## src/rtl/phase_freq_est_pkg.sv

```systemverilog
// ---------------------------------------------------------------------------
// phase_freq_est_pkg
//
// Shared definitions for the phase/frequency estimation stage and its
// neighbours (the angle calculator uses PI_NEG as well).
//
// Contents:
//   ANGLE_W     width of a binary angle (16)
//   UNWRAP_W    width of the unwrapped phase accumulator (32)
//   state_t     estimator FSM state (S_EMPTY / S_RUN)
//   PI_NEG      binary-angle encoding of -pi
//   sext_angle  sign-extend a binary angle to UNWRAP_W bits
// ---------------------------------------------------------------------------
package phase_freq_est_pkg;

    localparam int ANGLE_W  = 16;
    localparam int UNWRAP_W = 32;

    // Binary angle: full circle is 2^16, so -pi is the most negative code.
    localparam logic [ANGLE_W-1:0] PI_NEG = 16'h8000;

    // S_EMPTY: no previous sample held, the next valid only primes prev.
    // S_RUN:   prev holds the last accepted angle, each valid yields a diff.
    typedef enum logic {
        S_EMPTY = 1'b0,
        S_RUN   = 1'b1
    } state_t;

    function automatic logic [UNWRAP_W-1:0] sext_angle(input logic [ANGLE_W-1:0] a);
        return {{(UNWRAP_W-ANGLE_W){a[ANGLE_W-1]}}, a};
    endfunction

endpackage

```

## src/rtl/phase_wrap_diff.sv

```systemverilog
// ---------------------------------------------------------------------------
// phase_wrap_diff
//
// Combinational shortest-path difference of two binary angles. The raw
// subtraction is taken modulo 2^16 and reinterpreted as signed, which folds
// any step larger than half a turn onto the opposite direction. A step of
// exactly half a turn comes out as PI_NEG (-32768).
//
// Ports:
//   angle_a  in   16  minuend angle (newer sample)
//   angle_b  in   16  subtrahend angle (older sample)
//   diff     out  16  signed (angle_a - angle_b) mod 2^16
// ---------------------------------------------------------------------------
module phase_wrap_diff
    import phase_freq_est_pkg::*;
(
    input  logic        [ANGLE_W-1:0] angle_a,
    input  logic        [ANGLE_W-1:0] angle_b,
    output logic signed [ANGLE_W-1:0] diff
);

    // Discarding the borrow out of the 16-bit subtraction is the wrap.
    assign diff = $signed(angle_a - angle_b);

endmodule

```

## src/rtl/phase_freq_est.sv

```systemverilog
// ---------------------------------------------------------------------------
// phase_freq_est
//
// Frequency estimator on a sparse binary-angle stream. Each accepted sample
// after the first produces a wrapped phase step against the previous sample;
// 2^N_AVG_LOG2 steps are summed and arithmetically shifted down to give one
// average step (floor toward -inf) per block. prev carries across block
// boundaries, so consecutive blocks need no re-priming.
//
// Handshake: val_i and val_o are valid-only strobes with no ready. Every
// cycle val_i is high delivers one angle that is consumed that cycle; every
// cycle val_o is high presents one estimate that the consumer must take that
// cycle. Payloads are don't-care while their valid is low.
//
// Optional feature (macro PHASE_UNWRAP_OUT_EN): adds unwrap_o / unwrap_val_o,
// a 32-bit running unwrapped phase updated on every accepted sample.
//
// Parameters:
//   N_AVG_LOG2    log2 of steps averaged per estimate (1..8)
//
// Ports:
//   clk           in   1   rising-edge clock
//   rst_n         in   1   asynchronous active-low reset
//   val_i         in   1   angle_i valid
//   angle_i       in   16  signed binary angle
//   clr_i         in   1   synchronous restart, wins over val_i
//   freq_o        out  16  signed average phase step per sample
//   val_o         out  1   one-cycle strobe, freq_o valid
//   unwrap_o      out  32  unwrapped phase       (PHASE_UNWRAP_OUT_EN only)
//   unwrap_val_o  out  1   unwrap_o updated      (PHASE_UNWRAP_OUT_EN only)
//   dbg_state     out  1   current FSM state, for observation only
// ---------------------------------------------------------------------------
module phase_freq_est
    import phase_freq_est_pkg::*;
#(
    parameter int N_AVG_LOG2 = 4
) (
    input  logic                clk,
    input  logic                rst_n,
    input  logic                val_i,
    input  logic [ANGLE_W-1:0]  angle_i,
    input  logic                clr_i,
    output logic [ANGLE_W-1:0]  freq_o,
    output logic                val_o,
`ifdef PHASE_UNWRAP_OUT_EN
    output logic [UNWRAP_W-1:0] unwrap_o,
    output logic                unwrap_val_o,
`endif
    output state_t              dbg_state
);

    // Room for 2^N steps of magnitude up to 2^15 without overflow.
    localparam int ACC_W = ANGLE_W + N_AVG_LOG2;

    state_t                    state_q;
    state_t                    state_d;
    logic [ANGLE_W-1:0]        prev_q;
    logic [ACC_W-1:0]          acc_q;
    logic [ACC_W-1:0]          acc_sum;
    logic [N_AVG_LOG2-1:0]     cnt_q;
    logic signed [ANGLE_W-1:0] diff;

    // FSM outputs: which kind of sample (if any) is accepted this cycle.
    logic take_first;
    logic take_diff;
    logic block_done;

    assign dbg_state = state_q;

    phase_wrap_diff u_wrap_diff (
        .angle_a (angle_i),
        .angle_b (prev_q),
        .diff    (diff)
    );

    // -----------------------------------------------------------------------
    // FSM: state register
    // -----------------------------------------------------------------------
    always_ff @(posedge clk or negedge rst_n) begin
        if (!rst_n) begin
            state_q <= S_EMPTY;
        end else begin
            state_q <= state_d;
        end
    end

    // -----------------------------------------------------------------------
    // FSM: next state
    // -----------------------------------------------------------------------
    always_comb begin
        state_d = state_q;
        if (clr_i) begin
            state_d = S_EMPTY;
        end else if (val_i) begin
            state_d = S_RUN;
        end
    end

    // -----------------------------------------------------------------------
    // FSM: outputs
    // A sample arriving together with clr_i is dropped.
    // -----------------------------------------------------------------------
    always_comb begin
        take_first = 1'b0;
        take_diff  = 1'b0;
        if (val_i && !clr_i) begin
            case (state_q)
                S_EMPTY: take_first = 1'b1;
                S_RUN:   take_diff  = 1'b1;
                default: take_first = 1'b0;
            endcase
        end
    end

    // The step being added is the last of the block when cnt is all ones.
    assign block_done = take_diff && (cnt_q == {N_AVG_LOG2{1'b1}});

    // Running sum including the current step, sign-extended to ACC_W.
    assign acc_sum = acc_q + {{N_AVG_LOG2{diff[ANGLE_W-1]}}, diff};

    // -----------------------------------------------------------------------
    // Datapath: prev, accumulator, block counter, estimate output
    // -----------------------------------------------------------------------
    always_ff @(posedge clk or negedge rst_n) begin
        if (!rst_n) begin
            prev_q <= '0;
            acc_q  <= '0;
            cnt_q  <= '0;
            freq_o <= '0;
            val_o  <= 1'b0;
        end else if (clr_i) begin
            // freq_o deliberately keeps the last published estimate.
            prev_q <= '0;
            acc_q  <= '0;
            cnt_q  <= '0;
            val_o  <= 1'b0;
        end else begin
            val_o <= block_done;
            if (take_first || take_diff) begin
                prev_q <= angle_i;
            end
            if (block_done) begin
                // Dropping the low N bits of the signed sum is the
                // arithmetic shift, i.e. floor toward -inf.
                freq_o <= acc_sum[ACC_W-1:N_AVG_LOG2];
                acc_q  <= '0;
                cnt_q  <= '0;
            end else if (take_diff) begin
                acc_q  <= acc_sum;
                cnt_q  <= cnt_q + 1'b1;
            end
        end
    end

`ifdef PHASE_UNWRAP_OUT_EN
    // -----------------------------------------------------------------------
    // Unwrapped phase: seeded with the first angle, then integrates the
    // wrapped steps so it runs past +/-pi without folding back.
    // -----------------------------------------------------------------------
    always_ff @(posedge clk or negedge rst_n) begin
        if (!rst_n) begin
            unwrap_o     <= '0;
            unwrap_val_o <= 1'b0;
        end else if (clr_i) begin
            unwrap_o     <= '0;
            unwrap_val_o <= 1'b0;
        end else begin
            unwrap_val_o <= take_first || take_diff;
            if (take_first) begin
                unwrap_o <= sext_angle(angle_i);
            end else if (take_diff) begin
                unwrap_o <= unwrap_o + sext_angle(diff);
            end
        end
    end
`endif

endmodule

```

## config.mk

```make
export PLATFORM = sky130hd
export DESIGN_NAME = phase_freq_est
export DESIGN_NICKNAME = d
export VERILOG_FILES = /design/src/rtl/phase_freq_est_pkg.sv /design/src/rtl/phase_wrap_diff.sv /design/src/rtl/phase_freq_est.sv
export SDC_FILE = /design/constraint.sdc
export NUM_CORES = 1
export LEC_CHECK = 0
export ABC_AREA = 1
export BUFFER_PORTS_ARGS = -buffer_cell sky130_fd_sc_hd__buf_2
export CORE_ASPECT_RATIO = 0.5
export CORE_MARGIN = 2
export CORE_UTILIZATION = 45
export CTS_CLUSTER_DIAMETER = 60
export CTS_CLUSTER_SIZE = 14
export DETAILED_ROUTE_END_ITERATION = 16
export HOLD_SLACK_MARGIN = 0.03
export PLACE_DENSITY = 0.68
export REMOVE_ABC_BUFFERS = 1
export SLEW_MARGIN = 20
export SYNTH_ARGS = -nofsm -noshare
export SYNTH_HDL_FRONTEND = slang
export SYNTH_SLANG_ARGS = --single-unit
```

## constraint.sdc

```tcl
create_clock -name clk -period 3.22 [get_ports clk]
set_input_delay 0 -clock clk [delete_from_list [all_inputs] [get_ports clk]]
set_output_delay 0 -clock clk [all_outputs]
set_load 0.01 [all_outputs]
```

; ---- Word level (Yosys, flattened, before mapping)
; Cells that the tools add are included.
[word_totals]
output_inout_bits = 18
word_cells = 34
regBits = 58
input_bits = 20
[op_classes]
mux = 15
n_reduce_logical = 8
bitwise_logic = 1
n_addsub = 3
eq_ne = 1
[ops]
columns = cell, n
row1 = two-way mux 20 bit, 3
row2 = two-way mux 16 bit, 2
row3 = adder 20 bit, 1
row4 = subtractor 16 bit, 1
row5 = two-way mux 4 bit, 3
row6 = two-way mux 1 bit, 7
row7 = "adder 4 x 1 -> 4 bit, second input constant", 1
row8 = "== test 4 bit, second input constant", 1
row9 = nonzero test 2 bit, 2
row10 = nonzero test 3 bit, 1
row11 = logical AND 1 bit, 2
row12 = AND reduction 2 bit, 1
row13 = zero test 1 bit, 1
row14 = logical OR 1 bit, 1
row15 = NOT 1 bit, 1

; ---- Logic depth before layout (Yosys ltp)
[depth]
depth_word = 6
mapped_depth = 24
depth_no_buf = 24

; ---- By module
; From an unflattened synthesis, not the netlist that was laid out.
[hier_totals]
cells_unflattened = 657
area_unflattened_um2 = 4420.5
[modules_own_cells]
columns = module, area_per_inst_um2, cells_each, seq_area_each_um2, n_inst
row1 = phase_freq_est, 3448.3, 461, 1451.4, 1
row2 = phase_wrap_diff, 972.2, 196, 0.0, 1

; ---- Least setup slack after synthesis
; OpenSTA, ideal clock, no wires.
[synth_timing]
path_kind = reg2reg
startpoint = reg prev_q[0]
endpoint = reg acc_q[17]
path_slack_ps = 292
path_stages_with_launch = 16
synth_period_minus_slack_ps = 2928
required_time_ps = 3102
setup_ps = 118
arrival_ps = 2810
path_buffers = 0
path_cell_list = dfrtp_1 > ha_1 > fa_1 > o21ai_2 > a21boi_1 > o21ai_1 > a21oi_1 > xnor2_1 > ha_1 > a21o_1 > a21oi_2 > nor2_1 > nor3_1 > nand4_1 > nand3_1 > nand2_1
[synth_via]
elab_chain_len = 5
[synth_rtl]
columns = element, line
row1 = "start, declared", phase_freq_est.sv:57  ; logic [ANGLE_W-1:0] prev_q;
row2 = "start signal, assigned", phase_freq_est.sv:140  ; prev_q <= angle_i;
row3 = subtractor 16 bit, phase_wrap_diff.sv:23  ; assign diff = $signed(angle_a - angle_b);
row4 = adder 20 bit, phase_freq_est.sv:119  ; assign acc_sum = acc_q + {{N_AVG_LOG2{diff[ANGLE_W-1]}}, diff};
row5 = two-way mux 20 bit, phase_freq_est.sv:148  ; end else if (take_diff) begin
row6 = two-way mux 20 bit, phase_freq_est.sv:142  ; if (block_done) begin
row7 = two-way mux 20 bit, phase_freq_est.sv:131  ; end else if (clr_i) begin
row8 = "end signal, assigned", phase_freq_est.sv:149  ; acc_q <= acc_sum;
row9 = "end, declared", phase_freq_est.sv:58  ; logic [ACC_W-1:0] acc_q;
; Every way passes these cells. The select of a mux whose other input is x is not followed.
; A chain may end at the register's enable or synchronous reset.

; ---- Worst setup path after layout
[layout_timing]
startpoint = reg prev_q[0]
endpoint = reg freq_o[14]
[layout_via]
elab_chain_len = 2
[layout_rtl]
columns = element, line
row1 = subtractor 16 bit, phase_wrap_diff.sv:23
row2 = adder 20 bit, phase_freq_est.sv:119
row3 = "end signal, assigned", phase_freq_est.sv:145  ; freq_o <= acc_sum[ACC_W-1:N_AVG_LOG2];
row4 = "end, declared", phase_freq_est.sv:43  ; output logic [ANGLE_W-1:0] freq_o,
; Every way passes these cells.

==> flow_results.xml <==
<?xml version="1.0" encoding="UTF-8"?>
<metrics>
  <group name="run_status">
    <metric name="run_status" unit="">finished clean</metric>
  </group>
  <group name="clock_tree">
    <metric name="cts_buffer_depth" unit="">2</metric>
    <metric name="cts_tree" unit="">built</metric>
    <metric name="clock_sinks" unit="">58</metric>
    <metric name="htree_levels" unit="">3</metric>
    <metric name="clk_transition_reported_paths" unit="ns">0.05</metric>
    <metric name="cts-buffers-inserted" unit="">9</metric>
    <metric name="insertion_delay" unit="ns">0.34</metric>
    <metric name="clk_root_buffer_cell" unit="">sky130_fd_sc_hd__clkbuf_16</metric>
  </group>
  <group name="finish">
    <metric name="layout.cells.most_common_list" unit="">155 x sky130_fd_sc_hd__nand2_1, 62 x sky130_fd_sc_hd__inv_1, 58 x sky130_fd_sc_hd__dfrtp_1</metric>
    <metric name="final_util" unit="">0.611</metric>
    <metric name="areaGrowthSynthToFinish" unit="%">29.5</metric>
    <metric name="final_layout_size_suffix_gt1_frac" unit="">0.251</metric>
    <metric name="finalNonFillerCells" unit="">746</metric>
    <metric name="layout.cell_area.non_filler" unit="sq mm">0.00541</metric>
    <metric name="diodes" unit="">0</metric>
    <metric name="num-nets-final" unit="">682</metric>
    <metric name="mostFrequentLayoutCell" unit="">sky130_fd_sc_hd__nand2_1</metric>
  </group>
  <group name="route">
    <metric name="num_vias" unit="">3755</metric>
    <metric name="drc" unit="">0</metric>
    <metric name="drt_iter0_markers" unit="">243</metric>
    <metric name="ant_nets" unit="">0</metric>
    <metric name="drt_pass1_iterations" unit="">4</metric>
    <metric name="routed_wirelength" unit="mm">10.5</metric>
    <metric name="routed_wire_length_per_instance" unit="um">14.1</metric>
    <metric name="route.detailed.vias_per_inst" unit="">5.03</metric>
  </group>
  <group name="floorplan">
    <metric name="fp.coreArea" unit="sq mm">0.00886</metric>
    <metric name="die_height" unit="um">72.1</metric>
    <metric name="area_enclosed_by_the_die_boundary" unit="sq mm">0.0101</metric>
    <metric name="pin_count" unit="">38</metric>
    <metric name="start_util" unit="">0.471</metric>
    <metric name="std_cell_rows" unit="">24</metric>
    <metric name="die_width" unit="um">140</metric>
  </group>
  <group name="synth">
    <metric name="netlist-cell-type-count" unit="">48</metric>
    <metric name="dominantRegCellSynth" unit="">sky130_fd_sc_hd__dfrtp_1</metric>
    <metric name="number_of_flip_flops_and_latches_in_the_synthesized_netlist" unit="">58</metric>
    <metric name="syn-mean-instance-area" unit="sq um">7.66</metric>
    <metric name="part_of_the_yosys_area_used_for_sequential_elements" unit="">0.348</metric>
    <metric name="post_synth_inst_count" unit="">545</metric>
    <metric name="synth-async-reset-ratio" unit="">1.00</metric>
    <metric name="synth_enable_flop_cells" unit="">0</metric>
    <metric name="post_synth_instance_area" unit="sq mm">0.00418</metric>
    <metric name="synth-warning-count" unit="">0</metric>
  </group>
  <group name="global_routing">
    <metric name="maximum_number_of_pins_on_one_net_before_global_route_repair" unit="">26</metric>
    <metric name="number_of_antenna_violations_at_the_first_check_in_global_routing" unit="">0</metric>
    <metric name="global_route.overflow_total" unit="">0</metric>
    <metric name="grt_pass1_vias" unit="">3598</metric>
    <metric name="global_route_wire_length_before_repair" unit="mm">17.1</metric>
    <metric name="grt_use_total" unit="">0.217</metric>
  </group>
  <group name="placement">
    <metric name="buffer_ports.inserted" unit="">37</metric>
    <metric name="dp_cells" unit="">701</metric>
    <metric name="finalWeightedCongestion" unit="">0.908</metric>
    <metric name="placed_area" unit="sq mm">0.00453</metric>
    <metric name="detailed_place_hpwl" unit="mm">7.45</metric>
    <metric name="detailedPlace.worstSlack" unit="ns">-0.0471</metric>
  </group>
  <group name="flow_run">
    <metric name="maxCapViolations" unit="">0</metric>
  </group>
  <group name="timing">
    <metric name="period_needed" unit="ns">3.06</metric>
    <metric name="maxSlewHeadroom" unit="">0.607</metric>
    <metric name="max_slew.worst_pin.slew" unit="ns">0.589</metric>
    <metric name="unrepaired_setup_endpoints_after_global_routing" unit="">yes</metric>
    <metric name="clock.fmax" unit="MHz">327</metric>
    <metric name="period_share" unit="">0.951</metric>
    <metric name="timing.clock.skew" unit="ns">0.00606</metric>
    <metric name="setup_slack" unit="ns">0.159</metric>
    <metric name="slew_viol_final" unit="">0</metric>
    <metric name="final-hold-violation-count" unit="">0</metric>
    <metric name="finalSetupViolCount" unit="">0</metric>
  </group>
  <group name="pwr">
    <metric name="power_density" unit="mW/mm^2">533</metric>
    <metric name="p_leak" unit="nW">2.79</metric>
    <metric name="ir_worst_vdd" unit="V">0.000298</metric>
    <metric name="post-layout-total-power" unit="mW">2.88</metric>
  </group>
  <group name="worst_hold_path">
    <metric name="hold_path.class" unit="">in -&gt; reg</metric>
    <metric name="min_path_cells" unit="">5</metric>
  </group>
  <group name="setup_path">
    <metric name="cp_max_fanout" unit="">3</metric>
    <metric name="timing.setup.critical_path_class" unit="">reg -&gt; reg</metric>
    <metric name="critical_path.startpoint_type" unit="">flop</metric>
    <metric name="cp_data_arrival_time" unit="ns">3.29</metric>
    <metric name="reg2regPathDepth" unit="">15</metric>
    <metric name="timing.critical_path.required" unit="ns">3.45</metric>
    <metric name="timing.critical_path.to_type" unit="">flop</metric>
  </group>
</metrics>
sequential cells by signal (all words and copies together), names as in the netlist:
| signal | count |
|---|---|
| acc_q | 20 |
| freq_o | 16 |
| prev_q | 16 |
| val_o | 1 |
| cnt_q | 4 |
| dbg_state | 1 |
cell type report:
| cell class | count | area (sq um) |
|---|---|---|
| flip-flops and latches | 58 | 1450 |
| repair buffers | 76 | 531 |
| fillers | 767 | 3450 |
| well taps | 117 | 146 |
| clock buffers | 11 | 243 |
| multi-input cells | 410 | 2700 |
| clock inverters | 5 | 77.6 |
| inverters | 69 | 259 |
cell families (layout without fill, tap and decap cells):
logic type / after synthesis / count (layout) / share of synthesized area
AO/OA/AOI/OAI: 80 / 80 / 0.126
XOR/XNOR: 19 / 19 / 0.0398
adder cells (fa/ha/maj): 38 / 38 / 0.117
buffers and inverters: 77 / 161 / 0.0737
flip-flops: 58 / 58 / 0.348
AND/OR/NAND/NOR: 273 / 273 / 0.295
Yosys cell counts (3+ instances only):
master                     instances  area (sq um)
sky130_fd_sc_hd__a21oi_1          24           120
sky130_fd_sc_hd__a21oi_2           3          26.3
sky130_fd_sc_hd__a22o_1            5          43.8
sky130_fd_sc_hd__buf_2             3          15.0
sky130_fd_sc_hd__dfrtp_1          58          1450
sky130_fd_sc_hd__ha_1             36           450
sky130_fd_sc_hd__inv_1            62           233
sky130_fd_sc_hd__inv_2             7          26.3
sky130_fd_sc_hd__nand2_1         161           604
sky130_fd_sc_hd__nand2_2          14          87.6
sky130_fd_sc_hd__nand3_1          41           205
sky130_fd_sc_hd__nand3_2           3          30.0
sky130_fd_sc_hd__nand3b_1          3          22.5
sky130_fd_sc_hd__nand4_1           4          25.0
sky130_fd_sc_hd__nor2_1           26          97.6
sky130_fd_sc_hd__nor2_2            4          25.0
sky130_fd_sc_hd__nor3_1            7          35.0
sky130_fd_sc_hd__o21ai_0          22           110
sky130_fd_sc_hd__o21ai_1           6          30.0
sky130_fd_sc_hd__o21bai_1          3          22.5
sky130_fd_sc_hd__xnor2_1          11          96.3
sky130_fd_sc_hd__xor2_1            8          70.1
worst max-delay path, stage by stage, from the launching register on:
cell and delay (ns):
sky130_fd_sc_hd__dfrtp_1 0.38, sky130_fd_sc_hd__ha_1 0.22, sky130_fd_sc_hd__fa_2 0.38, sky130_fd_sc_hd__o21ai_4 0.20
sky130_fd_sc_hd__nand3_1 0.10, sky130_fd_sc_hd__nand4_1 0.15, sky130_fd_sc_hd__xor2_1 0.34, sky130_fd_sc_hd__ha_1 0.34
sky130_fd_sc_hd__nand2_1 0.11, sky130_fd_sc_hd__a21oi_1 0.05, sky130_fd_sc_hd__nor2_1 0.15, sky130_fd_sc_hd__nor2_1 0.07
sky130_fd_sc_hd__a211oi_2 0.17, sky130_fd_sc_hd__nand3_1 0.13, sky130_fd_sc_hd__nand3_1 0.11, sky130_fd_sc_hd__nand2_1 0.05
through the flow:
step,TNS [ns],hold WS (ns)
detailed placement,-0.162,0.0381
CTS,0,0.135
finish,0,0.155
floorplan,0,-0.296
global route,-0.198,0.177
global placement,0,0.0341
report_power, final:
part	internal, mW	total, mW	leakage [nW]	switching [mW]
clock	0.695	1.04	0.156	0.348
sequential	0.775	0.811	0.790	0.0359
combinational	0.416	1.03	1.85	0.615
total	1.89	2.88	2.79	0.999
what timing repair did:
item | in CTS | in global routing
hold buffers | 21 | 0
buffers inserted | 2 | 6
endpoints found under the hold margin | 40 | 0
pin swaps | 3 | 13
gates resized for setup | 2 | 46
setup endpoints to repair | 8 | 22
metal layers:
layer  global-route usage  vias up  share of wire
met2                0.333       82           0.43
met5                    0        -              0
li1                     -     1929              -
met4               0.0595        0          0.011
met1                0.308     1734           0.48
met3               0.0568       10          0.073
path summary, 6_finish.rpt:
check                               start         end  slack, ns
worst max-delay path            prev_q[0]  freq_o[14]       0.16
worst min-delay path                val_i   prev_q[2]       0.16
worst max register to register  prev_q[0]  freq_o[14]       0.16
worst min register to register   cnt_q[3]    cnt_q[3]       0.47
max in group asynchronous           rst_n   freq_o[9]       2.34
min in group asynchronous           rst_n   prev_q[2]       0.20
No activity file was read; power rests on OpenSTA's default activity.
